$ cat src/rtl/echo_capture.sv
// echo_capture: ultrasonic echo time-of-flight receiver with ring-down blanking.
// Optional second-echo capture into tof2 is compiled in with ECHO_SECOND_EN.
module echo_capture #(
    parameter int CNT_W       = 20,
    parameter int BLANK_CYC   = 2400,
    parameter int TIMEOUT_CYC = 720000,
    parameter int FILT_LEN    = 4
) (
    input  logic             gclk,
    input  logic             rst,
    input  logic             burst_finish,
    input  logic             echo_in,
    output logic             busy,
    output logic [CNT_W-1:0] tof,
    output logic             tof_valid,
    output logic [CNT_W-1:0] tof2,
    output logic             tof2_valid,
    output logic             timeout
);

    localparam int RW = $clog2(FILT_LEN + 1);

    localparam logic [1:0] S_IDLE    = 2'd0;
    localparam logic [1:0] S_BLANK   = 2'd1;
    localparam logic [1:0] S_LISTEN  = 2'd2;
`ifdef ECHO_SECOND_EN
    localparam logic [1:0] S_LISTEN2 = 2'd3;
`endif

    localparam logic [CNT_W-1:0] BLANK_END   = CNT_W'(BLANK_CYC - 1);
    localparam logic [CNT_W-1:0] TIMEOUT_END = CNT_W'(TIMEOUT_CYC - 1);
    localparam logic [RW-1:0]    RUN_LAST    = RW'(FILT_LEN - 1);

    logic [1:0]       sync;
    logic             echo_s;
    logic             bf_d;
    logic             start;
    logic [1:0]       state;
    logic [CNT_W-1:0] tcnt;
    logic [CNT_W-1:0] cand;
    logic [CNT_W-1:0] cap_time;
    logic [RW-1:0]    run;
    logic             run_done;
    logic             at_timeout;

    assign echo_s     = sync[1];
    assign start      = burst_finish & ~bf_d;
    assign busy       = (state != S_IDLE);
    assign run_done   = echo_s && (run == RUN_LAST);
    assign at_timeout = (tcnt == TIMEOUT_END);
    // A one-sample filter qualifies on the very sample that starts the run.
    assign cap_time   = (run == '0) ? tcnt : cand;

`ifdef ECHO_SECOND_EN
    logic quiet;

    always_ff @(posedge gclk or posedge rst) begin
        if (rst) begin
            sync       <= '0;
            bf_d       <= 1'b0;
            state      <= S_IDLE;
            tcnt       <= '0;
            cand       <= '0;
            run        <= '0;
            quiet      <= 1'b0;
            tof        <= '0;
            tof_valid  <= 1'b0;
            tof2       <= '0;
            tof2_valid <= 1'b0;
            timeout    <= 1'b0;
        end else begin
            sync       <= {sync[0], echo_in};
            bf_d       <= burst_finish;
            tof_valid  <= 1'b0;
            tof2_valid <= 1'b0;
            timeout    <= 1'b0;
            if (busy) tcnt <= tcnt + CNT_W'(1);
            if (start) begin
                state <= S_BLANK;
                tcnt  <= '0;
                run   <= '0;
                quiet <= 1'b0;
            end else begin
                unique case (state)
                    S_BLANK: begin
                        if (tcnt == BLANK_END) state <= S_LISTEN;
                    end
                    S_LISTEN: begin
                        run <= echo_s ? run + RW'(1) : '0;
                        if (echo_s && run == '0) cand <= tcnt;
                        if (run_done) begin
                            tof       <= cap_time;
                            tof_valid <= 1'b1;
                            run       <= '0;
                            quiet     <= 1'b0;
                            state     <= S_LISTEN2;
                        end else if (at_timeout) begin
                            timeout <= 1'b1;
                            run     <= '0;
                            state   <= S_IDLE;
                        end
                    end
                    S_LISTEN2: begin
                        // Wait for the first echo to die away before arming again.
                        if (!quiet) begin
                            if (echo_s) begin
                                run <= '0;
                            end else if (run == RUN_LAST) begin
                                quiet <= 1'b1;
                                run   <= '0;
                            end else begin
                                run <= run + RW'(1);
                            end
                        end else begin
                            run <= echo_s ? run + RW'(1) : '0;
                            if (echo_s && run == '0) cand <= tcnt;
                        end
                        if (quiet && run_done) begin
                            tof2       <= cap_time;
                            tof2_valid <= 1'b1;
                            run        <= '0;
                            state      <= S_IDLE;
                        end else if (at_timeout) begin
                            timeout <= 1'b1;
                            run     <= '0;
                            state   <= S_IDLE;
                        end
                    end
                    default: ;
                endcase
            end
        end
    end
`else
    assign tof2       = '0;
    assign tof2_valid = 1'b0;

    always_ff @(posedge gclk or posedge rst) begin
        if (rst) begin
            sync      <= '0;
            bf_d      <= 1'b0;
            state     <= S_IDLE;
            tcnt      <= '0;
            cand      <= '0;
            run       <= '0;
            tof       <= '0;
            tof_valid <= 1'b0;
            timeout   <= 1'b0;
        end else begin
            sync      <= {sync[0], echo_in};
            bf_d      <= burst_finish;
            tof_valid <= 1'b0;
            timeout   <= 1'b0;
            if (busy) tcnt <= tcnt + CNT_W'(1);
            if (start) begin
                state <= S_BLANK;
                tcnt  <= '0;
                run   <= '0;
            end else begin
                unique case (state)
                    S_BLANK: begin
                        if (tcnt == BLANK_END) state <= S_LISTEN;
                    end
                    S_LISTEN: begin
                        run <= echo_s ? run + RW'(1) : '0;
                        if (echo_s && run == '0) cand <= tcnt;
                        // Qualification takes priority over a coincident timeout.
                        if (run_done) begin
                            tof       <= cap_time;
                            tof_valid <= 1'b1;
                            run       <= '0;
                            state     <= S_IDLE;
                        end else if (at_timeout) begin
                            timeout <= 1'b1;
                            run     <= '0;
                            state   <= S_IDLE;
                        end
                    end
                    default: ;
                endcase
            end
        end
    end
`endif

endmodule

$ cat config.mk
export PLATFORM = sky130hd
export DESIGN_NAME = echo_capture
export DESIGN_NICKNAME = d
export VERILOG_FILES = /design/src/rtl/echo_capture.sv
export SDC_FILE = /design/constraint.sdc
export NUM_CORES = 1
export LEC_CHECK = 0
export ABC_AREA = 1
export BUFFER_PORTS_ARGS = -buffer_cell sky130_fd_sc_hd__buf_2
export CAP_MARGIN = 10
export CELL_PAD_IN_SITES_DETAIL_PLACEMENT = 1
export CELL_PAD_IN_SITES_GLOBAL_PLACEMENT = 2
export CORE_MARGIN = 2
export CORE_UTILIZATION = 34
export DETAILED_ROUTE_END_ITERATION = 6
export HOLD_SLACK_MARGIN = 0.1
export PLACE_DENSITY_LB_ADDON = 0.1
export SKIP_CTS_REPAIR_TIMING = 1
export SYNTH_ARGS = -nofsm -noshare
export SYNTH_HDL_FRONTEND = slang
export SYNTH_SLANG_ARGS = --single-unit
export TNS_END_PERCENT = 100
$ cat constraint.sdc
create_clock -name gclk -period 2.6 [get_ports gclk]
set_input_delay 0.26 -clock gclk [delete_from_list [all_inputs] [get_ports gclk]]
set_output_delay 0.26 -clock gclk [all_outputs]
set_load 0.05 [all_outputs]
Yosys cells after proc, flatten, opt, wreduce, memory -nomap -nowiden
Cells that the tools add are included.
{"block": "totals", "ff_bits": 70, "latchBits": 0, "ram_bits": 0, "mem_bits_ro": 0, "out_inout_bits": 44, "elab_cells": 51, "n_memories": 0}
{"block": "op_classes", "add_sub_neg": 2, "mul": 0, "n_div": 0, "n_lt_le_gt_ge": 0, "n_eq_ne": 7, "shift": 0, "n_mux": 20, "n_bitwise": 3, "n_reduce_logical": 10}
{"cell": "$mux 20", "n": 3}
{"cell": "$add 20x1->20 const B", "n": 1}
{"cell": "$eq 20x12->1 const B", "n": 1}
{"cell": "$eq 20x20->1 const B", "n": 1}
{"cell": "$mux 3", "n": 5}
{"cell": "$reduce_and 3->1", "n": 3}
{"cell": "$mux 2", "n": 4}
{"cell": "$mux 1", "n": 7}
{"cell": "$reduce_bool 2->1", "n": 3}
{"cell": "$ne 4x4->1 const B", "n": 1}
{"cell": "$pmux 2 s2", "n": 1}
{"cell": "$add 3x1->3 const B", "n": 1}
{"cell": "$eq 3x2->1 const B", "n": 1}
{"cell": "$logic_not 3->1", "n": 1}
{"cell": "$ne 3x3->1 const B", "n": 1}
{"cell": "$reduce_bool 3->1", "n": 1}
{"cell": "$eq 2x1->1 const B", "n": 1}
{"cell": "$eq 2x2->1 const B", "n": 1}
{"cell": "$logic_and 1x1->1", "n": 2}
{"cell": "$not 1->1", "n": 2}
{"cell": "$and 1x1->1", "n": 1}

Logic depth before layout (Yosys ltp)
Gate-level depths: netlist of the first run.
{"block": "logic_depth", "word_depth": 6, "mapped_depth": 10}

Least setup slack after synthesis of the first run
OpenSTA, ideal clock, no wires.
{"block": "synth_path", "path_type": "flip-flop to flip-flop", "from": "register run[2]", "to": "register tof[0]", "setup_ns": 0.082, "arrival_ns": 1.633, "t_required_ns": 2.518, "slack_ns": 0.886, "stages_incl_launch_ff": 9, "path_buffers": 2, "path_cell_list": "dfrtp_1 inv_1 clkbuf_1 ha_1 nand2_1 nor3_4 buf_4 nor2_1 a31oi_1"}
{"block": "synth_via", "elab_chain_cells": 3}
{"item": "start: declaration", "line_no": "42", "text": "logic [RW-1:0] run;"}
{"item": "start signal: assignment", "line_no": "165", "text": "run <= echo_s ? run + RW'(1) : '0;"}
{"item": "$eq 3x2->1", "line_no": "49", "text": "assign run_done = echo_s && (run == RUN_LAST);"}
{"item": "$logic_and 1x1->1", "line_no": "49"}
{"item": "$reduce_and 3->1 (no source line)"}
{"item": "end signal: assignment", "line_no": "169", "text": "tof <= cap_time;"}
{"item": "end: declaration", "line_no": "14", "text": "output logic [CNT_W-1:0] tof,"}
Parallel ways exist; a longest one is shown, timed or not.
A chain may end at the register's enable or synchronous reset.

Final worst setup path of the first run
{"block": "layout_path", "from": "input port burst_finish", "to": "register tof[16]"}
{"block": "layout_via", "elab_chain_cells": 3}
{"item": "start: declaration", "line_no": "11", "text": "input logic burst_finish,"}
{"item": "$and 1x1->1", "line_no": "47", "text": "assign start = burst_finish & ~bf_d;"}
{"item": "$not 1->1 (no source line)"}
{"item": "$reduce_and 3->1 (no source line)"}
No other way between the ends.

==> results of run 1 <==
power by group:
part           total (W)  switching, W  internal, W
registers        0.00143      0.000143      0.00129
clock network    0.00101      0.000430     0.000584
logic            0.00124      0.000951     0.000288
through the flow:
stage / utilization [%] / setup slack, ns / hold slack, ns / instance area [µm²] / power [W]
final: 39.04 / 0.6266 / 0.3589 / 4013 / 0.003688
after global routing: 39.04 / 0.4325 / 0.3595 / 4013 / 0.003928
after CTS: 38.75 / 0.7792 / -0.01245 / 3983 / 0.003734
after detailed placement: 36.60 / 0.7753 / 0.3397 / 3761 / 0.002708
after global placement: 36.60 / 0.7950 / 0.3400 / 3761 / 0.002697
after floorplan: - / 0.5718 / 0.2914 / 3664 / 0.002420
flip-flops by register name, indices dropped and copies added (netlist names):
register,flops
cand,20
tof_valid,1
run,3
bf_d,1
tof,20
sync,2
state,2
tcnt,20
timeout,1
worst max-delay path, stage by stage:
cell and delay [ns]:
dlygate4sd3_1 0.53, buf_2 0.13, nand2_2 0.35, inv_2 0.17, nor3_4 0.13, buf_4 0.39
nor2_1 0.09, a31oi_1 0.16
placed cells by master, fill, tap and decap left out, types with 8 or more instances in the layout:
cell / synthesis / final
inv_1: 44 / 43
nand2_1: 94 / 94
buf_2: 5 / 26
a31oi_1: 21 / 21
dfrtp_1: 70 / 70
clkbuf_8: 0 / 11
o21ai_1: 21 / 21
nand2_2: 8 / 8
nor2_1: 53 / 53
nand3_1: 37 / 37
o21ai_0: 8 / 8
conb_1: 1 / 21
a21oi_1: 9 / 9
worst paths after layout:
check                              from  endpoint  slack, ns
hold reg to reg                 sync[0]   sync[1]       0.36
hold / removal                  sync[0]   sync[1]       0.36
setup reg to reg                   bf_d  cand[18]       0.82
max in group asynchronous           rst  tcnt[16]       1.36
min in group asynchronous           rst   tof[11]       0.56
setup / recovery           burst_finish   tof[16]       0.63
per-layer routing:
layer | wire length (µm) | share of wire, %
met1 | 5085 | 54
met2 | 3975 | 42
met3 | 283 | 3.0
met4 | 107 | 1.1
met5 | 0 | 0
logic make-up after synthesis:
logic type / Yosys count / share of synthesized area (%)
AOI/OAI and AO/OA: 63 / 9.693
adders and majority gates: 4 / 1.395
buffers and inverters: 85 / 11.96
DFF: 70 / 48.81
other: 1 / 0.1045
and+or+nand+nor: 218 / 28.03
final cells by class:
type | count | area share [%]
Multi-Input combinational cell | 306 | 36.95
Tap cell | 136 | 4.241
Sequential cell | 70 | 43.65
Clock buffer | 11 | 3.773
Inverter | 47 | 4.397
Timing Repair Buffer | 34 | 5.239
Clock inverter | 4 | 1.746
==> results.cfg, run 1 <==
[run_status]
run_status = completed

[power]
power_density_mw_per_mm2 = 919.0
p_leak_nw = 1.786
irDropWorstVdd_mv = 0.3138

[logic_synthesis]
synth_area_per_cell_um2 = 8.137
yosysWarnings = 0
yosysSeqAreaShare_pct = 48.81
synth_area_mm2 = 0.003588
async_flop_share_pct = 100.0
synth_edf_count = 0
synth_top_area_share_pct = 48.81
ys_types = 31
ys_dominant_reg_cell = dfrtp_1
synth_area_leader_cell = dfrtp_1
yosysMostFrequentCell = nand2_1
synth_commonest_cells = nand2_1, dfrtp_1, nor2_1
synth_seq_cells = 70
netlist_instances = 441
synth.area.top_cells = dfrtp_1, nand2_1, nor2_1

[global_routing]
overflow = 0
grt_util_met3_pct = 3.830
grt_pass1_vias = 2931
busiest_layer = met1
grt_use_met2_pct = 26.62
grt_pass1_wl_um = 15970
antenna_found_initial = 0
grt_max_degree = 42
use_met1_pct = 27.41
grt_usage_pct = 18.32

[routing]
viasPerCell = 4.747
drc = 0
final_antenna_net_count = 0
wirelength_um = 9451
wire_per_inst_um = 15.54
drt_iter0_markers = 110
drt-pass1-iter-count = 4
vias = 2886

[clocking]
path_clk_slew_ns = 0.08
cts.sinks = 70
htree_num_levels = 3
clkLatencyLatePin_ns = 0.36
numCtsBuffers = 9
cts_tree = yes
clockBufferDepth = 2
cts_root_buf = clkbuf_8

[timing]
slew_headroom_pct = 45.14
rsz0062_at_grt = no
finClkSkew_ns = 0.01037
worst_slew_pin_slew_ns = 0.8209
finalSetupViolCount = 0
min_period_over_period_pct = 75.90
tns_ns = 0
slew_viol_final = 0
fmax_ghz = 0.5067
hold_viol = 0
fin_crit_ns = 1.973

[critical_path]
crit_type = primary input to register
critPathLaunchType = primary input
r2r_cells = 8
end_kind = register
worstPathMaxFanout = 41
cp.required_ns = 2.88
arrival_ns = 2.25

[die]
dieArea_mm2 = 0.01139
start_util_pct = 34.92
die_h_um = 106.7
num_io_pins = 48
fp.coreArea_mm2 = 0.01028
rows = 37
fp.dieW_um = 106.7

[placement]
io_buffers = 26
hpwlAfterDp_um = 6593
gp_congestion = 0.7789
place_inst = 590

[run]
drv_cap = 0

[layout]
drive_gt1_share_pct = 14.41
nFillCells = 1273
num_antenna_cells = 0
area_growth_pct = 11.82
nets = 476
multiInputGateArea_mm2 = 0.001483
regArea_mm2 = 0.001752
stdcell_count = 608

[hold_path]
hold_class = register to register
hold_depth = 0
Power figures use the tool's default switching activity.
==> inputs of run 2 (changes only) <==
CORE_UTILIZATION = 31   (was 34)
clock period = 1.8 ns   (was 2.6 ns; I/O delays follow)
==> run 2 against run 1 <==
Setup slack got worse by 0.43 ns. Sequential share of layout area shrank 1.6 points. Via count rose by 1.7%. Die area grew 9.3%. Sequential cell count is the same. Clock power increased by 71%. Worst hold slack worse by 0.076 ns. First-iteration DRC count grew 7.3%. Register-to-register slack got worse by 0.62 ns.
==> results.cfg, run 2 (synthesis gave the netlist of run 1 again) <==
[routing]
final_antenna_net_count = 0
drt_iter0_markers = 118
vias = 2934
drc = 0
viasPerCell = 4.748
wire_per_inst_um = 15.75
wirelength_um = 9734
drt-pass1-iter-count = 4

[critical_path]
end_kind = register
cpPeakStageDelay_ns = 0.35
ff2ff_setup_slack_ns = 0.20
cp.required_ns = 2.05
arrival_ns = 1.86
timing.rr.start = run[1]
crit_type = register to register
worstPathMaxFanout = 41
r2r_cells = 7
critPathSlowestCell = dfrtp_1
critPathLaunchType = register
cp_common_cell = ha_1
path_cells = ha_1 > ha_1 > nand2_1 > nor3_4 > buf_12 > nor2_1 > a31oi_1
timing.critical_path.from = run[1]

[placement]
io_buffers = 26
place_inst = 602
gp_congestion = 0.7389
dpl_cell_area_mm2 = 0.003849
hpwlAfterDp_um = 6914

[die]
start_util_pct = 31.56
fp.coreArea_mm2 = 0.01137
fp.dieW_um = 111.6
dieArea_mm2 = 0.01245
num_io_pins = 48
rows = 39
die_h_um = 111.6

[timing]
finalSetupViolCount = 0
slew_headroom_pct = 62.40
min_period_over_period_pct = 89.08
hold_viol = 0
finClkSkew_ns = 0.006776
fin_crit_ns = 1.603
tns_ns = 0
rsz0062_at_grt = no
fmax_ghz = 0.6237
hold_ws_ns = 0.2834
slew_viol_final = 0
worst_slew_pin_slew_ns = 0.5629

[clocking]
cts_tree = yes
numCtsBuffers = 9
htree_num_levels = 3
clkLatencyLatePin_ns = 0.34
clockBufferDepth = 2
path_clk_slew_ns = 0.05
cts_root_buf = clkbuf_16
cts.sinks = 70

[global_routing]
antenna_found_initial = 0
grt_max_degree = 42
grt_pass1_vias = 3118
grt_pass1_wl_um = 16710
overflow = 0
grt_usage_pct = 17.18

[layout]
stdcell_area_mm2 = 0.004163
stdcell_count = 618
post-route-util_pct = 36.61
nets = 481
num_antenna_cells = 0
top_regs = cand: 20 flops, tcnt: 20 flops, tof: 20 flops
final_cell_mix = nand2_1, dfrtp_1, nor2_1, inv_1, nand3_1
drive_gt1_share_pct = 14.95
area_growth_pct = 16.00
mostFrequentLayoutCell = nand2_1

[hold_path]
hold_class = primary input to register
min_from = burst_finish
hold_depth = 4

[run]
drv_cap = 0

[power]
p_leak_nw = 1.842
power_density_mw_per_mm2 = 1368
irDropWorstVdd_mv = 0.6488

[run_status]
run_status = completed
run 2: report_power, final:
group / internal, W / switching (W) / leakage [nW]
combinational: 0.000459 / 0.00143 / 0.844
clock: 0.00108 / 0.000642 / 0.137
sequential: 0.00187 / 0.000203 / 0.861
total: 0.00341 / 0.00228 / 1.84
run 2: final timing paths:
kind,to
setup / recovery,tof[11]
min in group asynchronous,tof[10]
max in group asynchronous,run[1]
hold / removal,state[0]
setup reg to reg,tof[11]
hold reg to reg,sync[1]
run 2: worst max-delay path: cells and delay by family, from the launching register on:
kind / cells / cell delay (ns)
AO/OA/AOI/OAI: 1 / 0.16
adder cells (fa/ha/maj): 2 / 0.29
buffers and inverters: 1 / 0.23
flip-flops: 1 / 0.35
AND/OR/NAND/NOR: 3 / 0.47
run 2: stage by stage:
step	total power [W]	setup WS, ns
5_1_grt	0.006060	0.01875
3_3_place_gp	0.003981	0.1647
3_5_place_dp	0.004019	0.1714
2_1_floorplan	0.003496	0.08557
6_report	0.005693	0.1966
4_1_cts	0.005773	0.1156
run 2: layout make-up:
class	instances	area [µm²]
fillers	1381	7207
flip-flops and latches	70	1752
clock buffers	11	242.7
repair buffers	39	285.3
well taps	143	178.9
multi-input cells	306	1489
clock inverters	2	35.03
inverters	47	180.2
run 2: per-layer routing:
layer	global-route usage [%]	routed length (µm)
met1	23.53	4903
met2	26.95	4356
met3	3.048	289
met4	7.160	184
met5	0	0
==> inputs of run 3 (changes only) <==
ABC_AREA = default   (was 1)
CELL_PAD_IN_SITES_DETAIL_PLACEMENT = 0   (was 1)
CORE_UTILIZATION = 33   (was 31)
==> run 3 against run 2 <==
Sequential cell count stayed put. Sequential share of layout area is 0.51 points higher. Global-route usage is 1.1 points lower. Fmax is 5.6% lower. Largest power group unchanged. Highest routed layer unchanged.
==> results.cfg, run 3 <==
[logic_synthesis]
synth_top_area_share_pct = 51.28
synth_area_mm2 = 0.003416
synth_commonest_cells = dfrtp_1, nor2_1, a21oi_1
yosysSeqAreaShare_pct = 51.28
netlist_instances = 325
yosysMostFrequentCell = dfrtp_1
synth_area_per_cell_um2 = 10.51
synth_area_leader_cell = dfrtp_1
synth_edf_count = 0
synth.area.top_cells = dfrtp_1, mux2i_1, buf_4
ys_types = 43
yosysWarnings = 0
async_flop_share_pct = 100.0
synth_seq_cells = 70
ys_dominant_reg_cell = dfrtp_1

[die]
die_h_um = 105.7
dieArea_mm2 = 0.01118
fp.dieW_um = 105.7
start_util_pct = 33.54
fp.coreArea_mm2 = 0.01018
rows = 37
num_io_pins = 48

[layout]
mostFrequentLayoutCell = dfrtp_1
nFillCells = 1023
regArea_mm2 = 0.001752
num_antenna_cells = 0
multiInputGateArea_mm2 = 0.001481
final_cell_mix = dfrtp_1, nor2_1, a21oi_1, buf_4, buf_2
top_regs = cand: 20 flops, tcnt: 20 flops, tof: 20 flops
nets = 389
area_growth_pct = 20.40
drive_gt1_share_pct = 24.42

[global_routing]
grt_pass1_vias = 2560
grt_pass1_wl_um = 13780
overflow = 0
grt_usage_pct = 16.07
antenna_found_initial = 0
grt_max_degree = 42

[clocking]
clkLatencyLatePin_ns = 0.35
path_clk_slew_ns = 0.08
cts.sinks = 70
cts_tree = yes
clockBufferDepth = 2
numCtsBuffers = 9
cts_root_buf = clkbuf_8
htree_num_levels = 3

[routing]
wl_met2_um = 3824
wl_met1_um = 3839
vias = 2499
viasPerCell = 4.797
wire_per_inst_um = 15.50
met3_wirelength_um = 269
drc = 0
drt-pass1-iter-count = 4
wirelength_um = 8075
drt_iter0_markers = 131
highest_layer = met4
final_antenna_net_count = 0

[run_status]
run_status = completed

[run]
drv_cap = 0

[timing]
hold_viol = 0
finClkSkew_ns = 0.01090
hold_ws_ns = 0.2371
fmax_ghz = 0.5885
fin_crit_ns = 1.699
tns_ns = 0
finalSetupViolCount = 0
min_period_over_period_pct = 94.40
rsz0062_at_grt = no
layout_setup_ws_ns = 0.1008
slew_viol_final = 0

[placement]
post-place-ws_ns = 0.08284
gp_congestion = 0.7537
hpwlAfterDp_um = 5613
io_buffers = 26

[power]
p_leak_nw = 2.033
finalPower_w = 0.003485
irDropWorstVdd_mv = 0.3591
power_density_mw_per_mm2 = 847.4

[hold_path]
hold_class = primary input to register

[critical_path]
arrival_ns = 1.93
end_kind = register
cp.required_ns = 2.03
worstPathMaxFanout = 5
crit_type = register to register
critPathLaunchType = register
[run 3: cell type report]
type	count	share of cell area (%)
multi-input combinational	226	36.02
tap	136	4.138
timing repair buffer	64	11.50
inverter	10	1.004
sequential	70	42.59
clock inverter	6	1.734
clock buffer	9	3.012
[run 3: worst max-delay path, stage by stage, from the launching register on]
cell and delay [ns]:
dfrtp_1 0.36, ha_1 0.17, nor4bb_1 0.31, buf_4 0.18, nand4_1 0.24, o21ai_0 0.24, a21oi_1 0.08
[run 3: routing by layer]
| metal | GRT usage (%) | vias to the layer above |
|---|---|---|
| met5 | 0 | - |
| met2 | 26.50 | 46 |
| met4 | 6.203 | 0 |
| met3 | 2.597 | 11 |
| met1 | 21.17 | 1218 |
| li1 | - | 1224 |
[run 3: per-stage QoR]
stage                     utilization (%)  cells  instance area [µm²]
after floorplan                         -    345                 3495
after global routing                40.38    521                 4113
after CTS                           40.04    518                 4078
after detailed placement            38.12    503                 3882
after global placement              38.12    503                 3882
final                               40.38    521                 4113
[run 3: path summary, 6_finish.rpt]
| check | startpoint | endpoint | slack (ns) | cells after the start |
|---|---|---|---|---|
| max | tcnt[1] | run[0] | 0.10 | 6 |
| min reg2reg | sync[0] | sync[1] | 0.36 | 0 |
| max reg2reg | tcnt[1] | run[0] | 0.10 | 6 |
| max in group asynchronous | rst | sync[1] | 0.77 | 4 |
| min in group asynchronous | rst | cand[19] | 0.38 | 3 |
| min | burst_finish | run[0] | 0.24 | 3 |
[run 3: power breakdown]
group          internal (W)  total (W)  switching (W)
clock              0.000644    0.00129       0.000645
sequential          0.00163    0.00166      0.0000341
combinational      0.000149   0.000531       0.000382
[run 3: cell families (layout without fill, tap and decap cells)]
| kind of cell | Yosys count | after routing | synth area share (%) |
|---|---|---|---|
| other | 1 | 21 | 0.1098 |
| muxes | 41 | 41 | 12.75 |
| adders and majority gates | 4 | 4 | 1.465 |
| AOI/OAI and AO/OA | 56 | 56 | 9.781 |
| and+or+nand+nor | 97 | 97 | 14.83 |
| buffers and inverters | 49 | 89 | 7.985 |
| DFF | 70 | 70 | 51.28 |
| xor gates and xnor gates | 7 | 7 | 1.795 |
